## config.mk

```make
export PLATFORM = sky130hd
export DESIGN_NAME = compare_tree
export DESIGN_NICKNAME = d
export VERILOG_FILES = /design/src/rtl/compare_tree.sv
export SDC_FILE = /design/constraint.sdc
export NUM_CORES = 1
export LEC_CHECK = 0
export CORE_ASPECT_RATIO = 1.25
export CORE_MARGIN = 5
export CORE_UTILIZATION = 59
export DETAILED_ROUTE_END_ITERATION = 16
export MAX_ROUTING_LAYER = met4
export PLACE_DENSITY = 0.87
export SLEW_MARGIN = 20
export SYNTH_ARGS = -nofsm -noshare
export SYNTH_HDL_FRONTEND = slang
export SYNTH_SLANG_ARGS = --single-unit
```

## constraint.sdc

```tcl
create_clock -name i_clk -period 4.35 [get_ports i_clk]
set_clock_uncertainty 0.15 [all_clocks]
set_input_delay 0.87 -clock i_clk [delete_from_list [all_inputs] [get_ports i_clk]]
set_output_delay 0.87 -clock i_clk [all_outputs]
set_load 0.05 [all_outputs]
```

## src/rtl/compare_tree.sv

```systemverilog
// Pipelined N-channel min/max comparator tree: one pairwise tree level per register stage,
// returning the winning operand, its channel index and an all-equal flag.
module compare_tree #(
    parameter int unsigned WIDTH  = 6,
    parameter int unsigned NUM_CH = 8,
    localparam int unsigned IDX_W = (NUM_CH > 1) ? $clog2(NUM_CH) : 1
) (
    input  logic                    i_clk,
    input  logic                    i_rst,
    input  logic                    i_valid,
    output logic                    o_ready,
    input  logic [NUM_CH*WIDTH-1:0] i_data,
    input  logic                    i_signed,
    input  logic                    i_max,
    output logic                    o_valid,
    input  logic                    i_ready,
    output logic [WIDTH-1:0]        o_value,
    output logic [IDX_W-1:0]        o_index,
    output logic                    o_all_eq
);

    localparam int unsigned LAT = (NUM_CH > 1) ? $clog2(NUM_CH) : 1;

    typedef logic [WIDTH-1:0] val_t;
    typedef logic [IDX_W-1:0] idx_t;

    localparam val_t MsbMask = val_t'(1) << (WIDTH - 1);

    // Level l sees the entries produced by level l-1 (level 0 sees the raw operands).
    val_t src_val [LAT][NUM_CH];
    idx_t src_idx [LAT][NUM_CH];
    logic src_eq  [LAT][NUM_CH];

    val_t val_d [LAT][NUM_CH];
    val_t val_q [LAT][NUM_CH];
    idx_t idx_d [LAT][NUM_CH];
    idx_t idx_q [LAT][NUM_CH];
    logic eq_d  [LAT][NUM_CH];
    logic eq_q  [LAT][NUM_CH];

    logic [LAT-1:0] vld_d, vld_q;
    logic [LAT-1:0] sgn_d, sgn_q;
    logic [LAT-1:0] max_d, max_q;

    logic adv;
    logic unused_mode;

    function automatic int level_count(input int lvl);
        int c;
        c = NUM_CH;
        for (int i = 0; i < lvl; i++) begin
            c = (c + 1) / 2;
        end
        return c;
    endfunction

    // Signed order equals unsigned order once both MSBs are flipped. Ties keep a (lower index).
    function automatic logic b_wins(input val_t a, input val_t b, input logic sgn, input logic mx);
        val_t ka;
        val_t kb;
        ka = sgn ? (a ^ MsbMask) : a;
        kb = sgn ? (b ^ MsbMask) : b;
        return mx ? (kb > ka) : (kb < ka);
    endfunction

    always_comb begin
        for (int k = 0; k < NUM_CH; k++) begin
            src_val[0][k] = i_data[k*WIDTH +: WIDTH];
            src_idx[0][k] = idx_t'(k);
            src_eq[0][k]  = 1'b1;
        end
        vld_d[0] = i_valid;
        sgn_d[0] = i_signed;
        max_d[0] = i_max;
        for (int l = 1; l < LAT; l++) begin
            for (int k = 0; k < NUM_CH; k++) begin
                src_val[l][k] = val_q[l-1][k];
                src_idx[l][k] = idx_q[l-1][k];
                src_eq[l][k]  = eq_q[l-1][k];
            end
            vld_d[l] = vld_q[l-1];
            sgn_d[l] = sgn_q[l-1];
            max_d[l] = max_q[l-1];
        end
    end

    always_comb begin
        for (int l = 0; l < LAT; l++) begin
            for (int j = 0; j < NUM_CH; j++) begin
                int cnt;
                int a;
                int b;
                val_d[l][j] = '0;
                idx_d[l][j] = '0;
                eq_d[l][j]  = 1'b0;
                cnt = level_count(l);
                a   = (2 * j < NUM_CH) ? 2 * j : 0;
                b   = (2 * j + 1 < NUM_CH) ? 2 * j + 1 : a;
                if (2 * j + 1 < cnt) begin
                    if (b_wins(src_val[l][a], src_val[l][b], sgn_d[l], max_d[l])) begin
                        val_d[l][j] = src_val[l][b];
                        idx_d[l][j] = src_idx[l][b];
                    end else begin
                        val_d[l][j] = src_val[l][a];
                        idx_d[l][j] = src_idx[l][a];
                    end
                    eq_d[l][j] = src_eq[l][a] & src_eq[l][b] & (src_val[l][a] == src_val[l][b]);
                end else if (2 * j < cnt) begin
                    val_d[l][j] = src_val[l][a];
                    idx_d[l][j] = src_idx[l][a];
                    eq_d[l][j]  = src_eq[l][a];
                end
            end
        end
    end

    assign o_valid = vld_q[LAT-1];
    assign adv     = ~o_valid | i_ready;
    assign o_ready = adv;

    always_ff @(posedge i_clk) begin
        if (i_rst) begin
            vld_q <= '0;
        end else if (adv) begin
            vld_q <= vld_d;
        end
    end

    // Datapath carries no reset; stale contents are masked by the stage valids.
    always_ff @(posedge i_clk) begin
        if (adv) begin
            val_q <= val_d;
            idx_q <= idx_d;
            eq_q  <= eq_d;
            sgn_q <= sgn_d;
            max_q <= max_d;
        end
    end

    assign o_value  = o_valid ? val_q[LAT-1][0] : '0;
    assign o_index  = o_valid ? idx_q[LAT-1][0] : '0;
    assign o_all_eq = o_valid ? eq_q[LAT-1][0] : 1'b0;

    assign unused_mode = ^{sgn_q[LAT-1], max_q[LAT-1]};

endmodule

```

; ---- After elaboration in Yosys (flattened, before gate mapping)
; Cells that the tools add are included.
[op_classes]
bitwise = 22
n_eq_ne = 7
muxes = 38
order_cmp = 14
[op_table]
columns = op, count
row1 = two-way mux 6 bit, 22
row2 = equality test 6 bit, 7
row3 = greater-than comparator 6 bit, 7
row4 = < comparator 6 bit, 7
row5 = NOT 1 bit, 15
row6 = two-way mux 1 bit, 12
row7 = two-way mux 3 bit, 4
row8 = bitwise AND 1 bit, 6
row9 = OR 1 bit, 1
[word_totals]
register_bits = 77
in_bits = 54
out_inout_bits = 12
word_cells = 105

; ---- Logic depth before layout (Yosys ltp)
[logic_depth]
ltp_word = 5
depth_mapped = 8

; ---- Least setup slack after synthesis
; Ideal clock, no wire load.
[synth_path]
path_type = input-to-output
start = in i_ready
end = out o_ready
required_time_ns = 3.330
path_slack_ns = 0.455
arrival_time_ns = 2.875
path_stages = 1
cell_sequence = nand2b_1
[synth_between]
elab_chain_cells = 1
[synth_rtl]
columns = item, line
row1 = from (decl), 16  ; input logic i_ready,
row2 = OR 1 bit, 118  ; assign adv = ~o_valid | i_ready;
row3 = to (decl), 11  ; output logic o_ready,
; Every way passes these cells.

; ---- Worst setup path in the final report
; Ends and elaborated chain as after synthesis.

==> results.ini <==
[status]
outcome=finished, final reports clean

[pwr]
combPwrFrac=0.272
ir_drop_mv=0.1890
p_leak_nw=2.136
power.density_nw_per_um2=375.0
power.switching_uw=547.1
pwr-share-seq=0.475
clkPwrFrac=0.253
p_int_mw=1.368
p_sw_frac=0.2857

[floorplanning]
row_count=34
initial_core_util=0.6007
ios=66
fp.dieH_um=103.9
core_sq_um=6934
die_x_um=85.15
die-area_sq_um=8850

[worst_setup_path]
cp-end-kind=primary output
crit_slowest_cell=clkdlybuf4s50_1
crit_chain=clkdlybuf4s50_1, nand2b_2, clkdlybuf4s50_1
path_class=in2out
worstSetupStartpointType=input port
crit_arrival_ns=2.26
path_max_fanout=2
cp_slowest_stage_delay_ns=0.81
critPathRequiredTime_ns=3.33
r2r_setup_slack_ns=1.71
cpMostUsedCell=clkdlybuf4s50_1

[timing]
slew_headroom=0.4548
hold_viol=0
tightestPinTransition_ns=0.8178
timing.hold.ws_ns=0.2980
max_freq_mhz=304.7
fin_crit_sh=0.7545
finalMaxSlewViolations=0
fin_setup_tns_ns=0
fin_crit_ns=3.282
setup_viol=0
grt_setup_unrepaired=false

[logic_synthesis]
synthTopCellsByArea=edfxtp_1, ha_1, mux2_1, inv_1, nand2b_1
synth.distinct_cells=36
syn-num-nets=451
avgSynthCellArea_sq_um=11.51
synth_top_cell_by_area=edfxtp_1
ys_seq_elements=67
synth.yosys.seq_area_share=0.4758
synthCells=362
synth_top_area_frac=0.4614
yosys_warnings=0
syn-cell-area_sq_um=4165

[clock_tree]
root_buffer=clkbuf_8
path_clk_slew_ns=0.07
clockBufferDepth=2
cts_resized=0
clk_latency_ns=0.34
cts.sinks=67
h-tree-depth=3
cts_hold_buf=0
cts_tree=yes
cts_made_buffers=9
post_cts_buffers=0

[detailed_routing]
top_layer_used=met4
dr_wl_met3_um=377
drt_pass1_iterations=4
dr_total_vias=2894
wl_met1_mm=2.994
drc=0
drtIter0Drc=149
wl_per_cell_um=14.97
drt-total-wl_mm=7.936
viasPerCell=5.460
met2_length_mm=4.364
ant_nets=0

[place]
dp_cells=514
gp_congestion=0.8449
hpwl_mm=6.298
placement.io_buffers=65

[grt]
grt_pass1_wl_mm=13.69
grt_max_degree=68
grt_pass1_vias=3066
grt_overflow=0
antenna_found_initial=0
grt_use_total=0.2011

[layout]
area_delta_synth_final_pct=22.56
finalNonFillerCells=530
diodes=0
mostFrequentLayoutCell=clkdlybuf4s50_1
fin_nets=524
final_cell_mix=clkdlybuf4s50_1, edfxtp_1, inv_1
layout-drive-gt1-share=0.07273

[min_path]
hold_class=reg2reg

[job]
maxCapViolCount=0

per-stage QoR:
stage               worst slack, ns    util  cell area [sq um]  power [mW]
floorplan                    0.4548       -               4165       1.278
global placement             0.9622  0.7099               4922       1.413
detailed placement           0.8467  0.7099               4922       1.445
CTS                           1.051  0.7362               5105       1.930
global route                  1.022  0.7362               5105       2.028
finish                        1.068  0.7362               5105       1.915
layer usage:
| layer | global-route usage | vias to the layer above |
|---|---|---|
| met3 | 0.04437 | 18 |
| met5 | - | - |
| met1 | 0.2065 | 1337 |
| met2 | 0.3589 | 79 |
| li1 | - | 1460 |
| met4 | 0.09163 | 0 |
final cells by class:
| type | instances | area (sq um) |
|---|---|---|
| clock buffers | 9 | 123.9 |
| clock inverters | 7 | 58.81 |
| fillers | 507 | 1829 |
| inverters | 49 | 183.9 |
| multi-input cells | 242 | 1986 |
| flip-flops and latches | 67 | 1982 |
| well taps | 90 | 112.6 |
| repair buffers | 66 | 658.1 |
logic make-up after synthesis:
group,after synthesis,synth area share
buffers and inverters,53,0.04806
AO/OA/AOI/OAI,58,0.09913
XOR/XNOR,4,0.008410
adder cells (fa/ha/maj),35,0.1051
flip-flops,67,0.4758
AND/OR/NAND/NOR,94,0.1226
multiplexers,51,0.1409
power by group through the flow:
stage | Sequential, mW | Combinational (mW) | Clock [mW]
after floorplan | 0.897 | 0.381 | 0
after global placement | 0.916 | 0.496 | 0
after detailed placement | 0.924 | 0.521 | 0
after CTS | 0.910 | 0.525 | 0.495
after global routing | 0.922 | 0.578 | 0.527
final | 0.909 | 0.521 | 0.485
critical path, delay by kind of cell:
family	cells	cell delay, ns
buffers and inverters	2	1.26
and+or+nand+nor	1	0.14
state kept, by name, summed over array words and instances, names as in the netlist:
signal / cells
sgn_q: 2
src_val: 36
idx_q: 11
eq_q: 7
vld_q: 3
max_q: 2
val_q: 6
synth_stat cells:
master / instances
nor2b_4: 1
a21oi_1: 20
a21o_1: 1
nand2b_1: 27
nor2_1: 12
clkbuf_1: 3
a21boi_0: 1
xnor2_1: 4
o31ai_4: 1
edfxtp_1: 64
o211ai_1: 6
mux2i_4: 1
inv_1: 49
o21ai_0: 11
buf_2: 1
dfxtp_1: 3
nor2b_1: 6
a41oi_4: 1
and2_1: 11
ha_1: 35
a311o_1: 3
nand4_1: 7
o211ai_2: 2
o21ai_1: 4
a221o_1: 5
nand2b_2: 1
nand2_1: 18
nand3_1: 7
mux2_4: 3
nor3_1: 3
or2_2: 1
mux2_2: 6
mux2_1: 33
mux2i_1: 8
a311oi_1: 2
o22ai_1: 1
worst paths after layout:
kind | end | start | cells after the start
setup / recovery | o_ready | i_ready | 3
hold / removal | vld_q[2] | vld_q[1] | 2
setup reg to reg | idx_q[42] | src_val[79] | 8
hold reg to reg | vld_q[2] | vld_q[1] | 2
Power figures use the tool's default switching activity.
